--- config.mk ---
export PLATFORM = sky130hd
export DESIGN_NAME = rtc
export DESIGN_NICKNAME = d
export VERILOG_FILES = /design/src/rtl/rtc.sv
export SDC_FILE = /design/constraint.sdc
export NUM_CORES = 1
export LEC_CHECK = 0
export ABC_AREA = 1
export BUFFER_PORTS_ARGS = -buffer_cell sky130_fd_sc_hd__buf_4
export CORE_ASPECT_RATIO = 1.5
export CORE_MARGIN = 3
export CORE_UTILIZATION = 41
export CTS_CLUSTER_DIAMETER = 50
export DETAILED_ROUTE_END_ITERATION = 12
export GPL_ROUTABILITY_DRIVEN = 0
export GPL_TIMING_DRIVEN = 0
export SLEW_MARGIN = 10
export SYNTH_ARGS = -nofsm -noshare
export SYNTH_HDL_FRONTEND = slang
export SYNTH_SLANG_ARGS = --single-unit
--- constraint.sdc ---
create_clock -name clk -period 11.8 [get_ports clk]
set_input_delay 1.18 -clock clk [delete_from_list [all_inputs] [get_ports clk]]
set_output_delay 1.18 -clock clk [all_outputs]
set_load 0.01 [all_outputs]
--- src/rtl/rtc.sv ---
// Real-time clock: a 62-bit ns accumulator (30 ns + 32 fraction) plus a 48-bit seconds counter.
// Latency: loads and increments appear on the outputs one clk after the cycle that causes them.
// Backpressure: none. Load strobes are single-cycle and always accepted; rst overrides every load.
//
// Ports:
//   clk, rst                              clock and synchronous active-high reset
//   time_ld_in, time_reg_ns_in/_sec_in    absolute time load
//   period_ld_in, period_in,
//   time_acc_modulo_in                    nominal increment and ns wrap point
//   adj_ld_in, adj_ld_data_in,
//   period_adj_in                         temporary increment for N cycles
//   time_reg_ns_out, time_reg_sec_out     current time
//   one_pps_out                           one-cycle pulse on each ns wrap
//   adj_busy_out                          adjustment window active
module rtc #(
    parameter logic [39:0] RST_PERIOD = 40'h08_0000_0000,
    parameter logic [37:0] RST_MODULO = 38'h3B_9ACA_0000
) (
    input  logic        clk,
    input  logic        rst,
    input  logic        time_ld_in,
    input  logic [37:0] time_reg_ns_in,
    input  logic [47:0] time_reg_sec_in,
    input  logic        period_ld_in,
    input  logic [39:0] period_in,
    input  logic [37:0] time_acc_modulo_in,
    input  logic        adj_ld_in,
    input  logic [31:0] adj_ld_data_in,
    input  logic [39:0] period_adj_in,
    output logic [37:0] time_reg_ns_out,
    output logic [47:0] time_reg_sec_out,
    output logic        one_pps_out,
    output logic        adj_busy_out
);

    logic [61:0] acc;
    logic [47:0] sec;
    logic        pps;
    logic [39:0] period_r;
    logic [37:0] modulo_r;
    logic [39:0] period_adj_r;
    logic [31:0] adj_cnt;
    logic        adj_busy_r;

    logic [39:0] inc;
    logic [62:0] sum;
    logic [62:0] modulo_ext;
    logic [62:0] diff;
    logic        wrap;
    logic [31:0] adj_cnt_nxt;

    always_comb begin
        inc        = (adj_cnt != 32'd0) ? period_adj_r : period_r;
        // One extra bit so a huge modulo cannot make the sum overflow silently.
        sum        = {1'b0, acc} + {23'd0, inc};
        modulo_ext = {1'b0, modulo_r, 24'd0};
        diff       = sum - modulo_ext;
        // A single subtraction even if acc was already past a freshly lowered modulo.
        wrap       = (sum >= modulo_ext);

        adj_cnt_nxt = adj_cnt;
        if (adj_ld_in) begin
            adj_cnt_nxt = adj_ld_data_in;
        end else if (adj_cnt != 32'd0) begin
            adj_cnt_nxt = adj_cnt - 32'd1;
        end
    end

    always_ff @(posedge clk) begin
        if (rst) begin
            acc          <= '0;
            sec          <= '0;
            pps          <= 1'b0;
            period_r     <= RST_PERIOD;
            modulo_r     <= RST_MODULO;
            period_adj_r <= '0;
            adj_cnt      <= '0;
            adj_busy_r   <= 1'b0;
        end else begin
            if (time_ld_in) begin
                acc <= {time_reg_ns_in, 24'd0};
                sec <= time_reg_sec_in;
                pps <= 1'b0;
            end else if (wrap) begin
                acc <= diff[61:0];
                sec <= sec + 48'd1;
                pps <= 1'b1;
            end else begin
                acc <= sum[61:0];
                pps <= 1'b0;
            end

            // New period/modulo take effect from the cycle after the load.
            if (period_ld_in) begin
                period_r <= period_in;
                modulo_r <= time_acc_modulo_in;
            end

            if (adj_ld_in) begin
                period_adj_r <= period_adj_in;
            end

            // The window keeps counting down through time loads.
            adj_cnt    <= adj_cnt_nxt;
            adj_busy_r <= (adj_cnt_nxt != 32'd0);
        end
    end

    assign time_reg_ns_out  = acc[61:24];
    assign time_reg_sec_out = sec;
    assign one_pps_out      = pps;
    assign adj_busy_out     = adj_busy_r;

endmodule

==> flow_summary.toml <==
[floorplanning]
rows = 95
coreArea_um2 = 45200
dieArea_um2 = 48800
fp.dieH_um = 269
die_x_um = 181
start_util_pct = 41.9
io_pins = 329

[synth]
yosysUniqueCellTypes = 51
synth_top_cell_by_area = "dfxtp_1"
yosys-top-cells-area = "dfxtp_1, nand2_1, nor2_1"
syn_nets = 3394
yosysTopAreaCellShare_pct = 27.7
avgSynthCellArea_um2 = 6.16
yosysSeqAreaShare_pct = 27.7
syn_inst = 3071
ys_ff_latch = 262
netlist_area_um2 = 18900
ys_warn_count = 0

[sta]
tightest_slew_ns = 0.971
max_freq_ghz = 0.121
fin_tns_setup_ns = 0
layout_worst_path_cycle_share_pct = 70.0
slew_viol_final = 0
fin_ws_ns = 3.55
finalHoldViolations = 0
grt_setup_unrepaired = "no"
finClkSkew_ns = 0.0169
setup_viol = 0
fin_crit_ns = 8.25
max-slew-margin-rel_pct = 35.2

[run_status]
outcome = "completed"

[routing]
post-route-drc-count = 0
initialDrtViolationCount = 1459
wl_um = 72100
vias_per_cell = 5.24
dr.pass1.iters = 6
wl_per_cell_um = 17.8
antenna_left = 0
via_count = 21164

[run]
drv_cap = 0

[global_route]
grt_pass1_wl_um = 110000
overflow = 0
antenna_found_initial = 3
globalRouteTotalUtil_pct = 28.3
grt_pass1_vias = 20720
grt_max_degree = 13

[clock_tree]
post_cts_resized = 0
ctsHoldBuffers = 0
clock_path_buffers = 3
cts.sinks = 262
cts_tree = "yes"
clock-root-buffer = "clkbuf_16"
clock_latency_ns = 0.53
clk_pin_slew_ns = 0.06
cts_buffers = 34
post_cts_buffers = 0
cts_htree_levels = 2

[power_and_ir_drop]
ir_worst_vdd_mv = 0.0738
switching_share_pct = 34.0
p_int_mw = 1.95
power_frac_seq_pct = 33.9
clkPwrFrac_pct = 37.1
p_comb_share_pct = 29.1
leakage_nw = 11.5
switchingPower_mw = 1.00
p_per_area_nw_per_um2 = 127

[placement]
hpwl_um = 59800
place_ws_ns = 3.67
io_buffer_count = 328

[critical_path]
cp_common_cell = "nor2_1"
critPathMaxStageDelay_ns = 0.46
crit_path_end_kind = "flop"
rrSetupSlack_ns = 3.55
worst-setup-path-type = "flop to flop"
critical_path_arrival_ns = 8.67
worstPathRequired_ns = 12.22
slowest_stage = "nor2_1"
startpoint_type = "flop"
worstPathMaxFanout = 10

[finish]
layout_common_cells = "nand2_1, nor2_1, buf_4"
nNetsFinal = 3758
area_growth_pct = 23.1
layout.cells.most_common = "nand2_1"
fill_cells = 4778
final_layout_size_suffix_gt1_share_pct = 15.2

[worst_hold_path]
hp-class = "flop to flop"
-- cells by family after synthesis --
family	share of synthesized area, %
DFF	27.7
xor gates and xnor gates	5.42
adders and majority gates	5.51
AOI/OAI and AO/OA	11.0
buffers and inverters	11.0
muxes	0.106
and+or+nand+nor	39.1
-- state kept, by name, indices dropped and copies added, names as in the netlist --
register	cells
period_r	40
one_pps_out	1
adj_busy_out	1
acc	62
period_adj_r	40
modulo_r	38
time_reg_sec_out	48
adj_cnt	32
-- power by group through the flow --
stage | logic (mW) | clock network (mW) | registers [mW]
finish | 0.859 | 1.10 | 1.00
global route | 0.947 | 1.15 | 1.01
CTS | 0.848 | 1.12 | 1.00
detailed placement | 0.843 | 0 | 1.02
global placement | 0.834 | 0 | 1.02
floorplan | 0.543 | 0 | 1.01
-- worst paths after layout --
check	startpoint	to	cells after the start
setup / recovery	adj_cnt[0]	acc[45]	37
hold / removal	period_r[35]	period_r[35]	2
setup reg to reg	adj_cnt[0]	acc[45]	37
hold reg to reg	period_r[35]	period_r[35]	2
-- critical path: cells and delay by family, from the launching register on --
family | cells | cell delay [ns]
xor+xnor | 1 | 0.38
simple gates | 27 | 4.90
flops | 1 | 0.34
fa+ha+maj | 3 | 1.07
buf+inv | 6 | 1.43
-- final cells by class --
class / instances / area [µm²] / share of cell area, %
sequential: 262 / 5250 / 22.5
clock buffer: 48 / 995 / 4.27
clock inverter: 11 / 175 / 0.753
tap: 582 / 728 / 3.13
antenna: 2 / 5.00 / 0.0215
timing repair buffer: 328 / 2460 / 10.6
multi-input combinational: 2323 / 11600 / 49.7
buffer: 145 / 807 / 3.47
inverter: 341 / 1280 / 5.50
-- through the flow --
step	hold WS (ns)	total power, mW	area, µm²	util [%]	std cells
after global placement	0.445	1.85	22100	48.9	3981
after floorplan	0.430	1.55	18900	-	3071
final	0.466	2.96	23300	51.5	4042
after CTS	0.471	2.96	23300	51.5	4040
after global routing	0.486	3.11	23300	51.5	4042
after detailed placement	0.457	1.86	22100	48.9	3981
-- synthesized netlist by cell type, drive strengths merged --
cell type,n
a21boi,3
a21o,9
a21oi,156
a221oi,2
a31oi,7
and3,2
buf,80
clkbuf,65
clkinv,3
dfxtp,262
fa,2
ha,80
inv,338
mux2i,2
nand2,738
nand2b,1
nand3,273
nand3b,13
nand4,78
nor2,559
nor3,40
nor3b,1
nor4,9
o2111ai,3
o211ai,4
o21a,3
o21ai,186
o21bai,14
o221ai,1
o22ai,1
or2,18
or3,1
xnor2,44
xor2,73
-- per-layer routing --
metal  vias to the layer above  share of wire (%)  wire (µm)  track usage, %
met1                      9523                 38      27400            31.0
met5                         -                  0          0               0
met2                       863                 49      35500            51.9
li1                      10570                  -          -               -
met4                         0                6.9       5000            16.5
met3                       208                5.8       4170            4.06
Power figures use the tool's default switching activity.
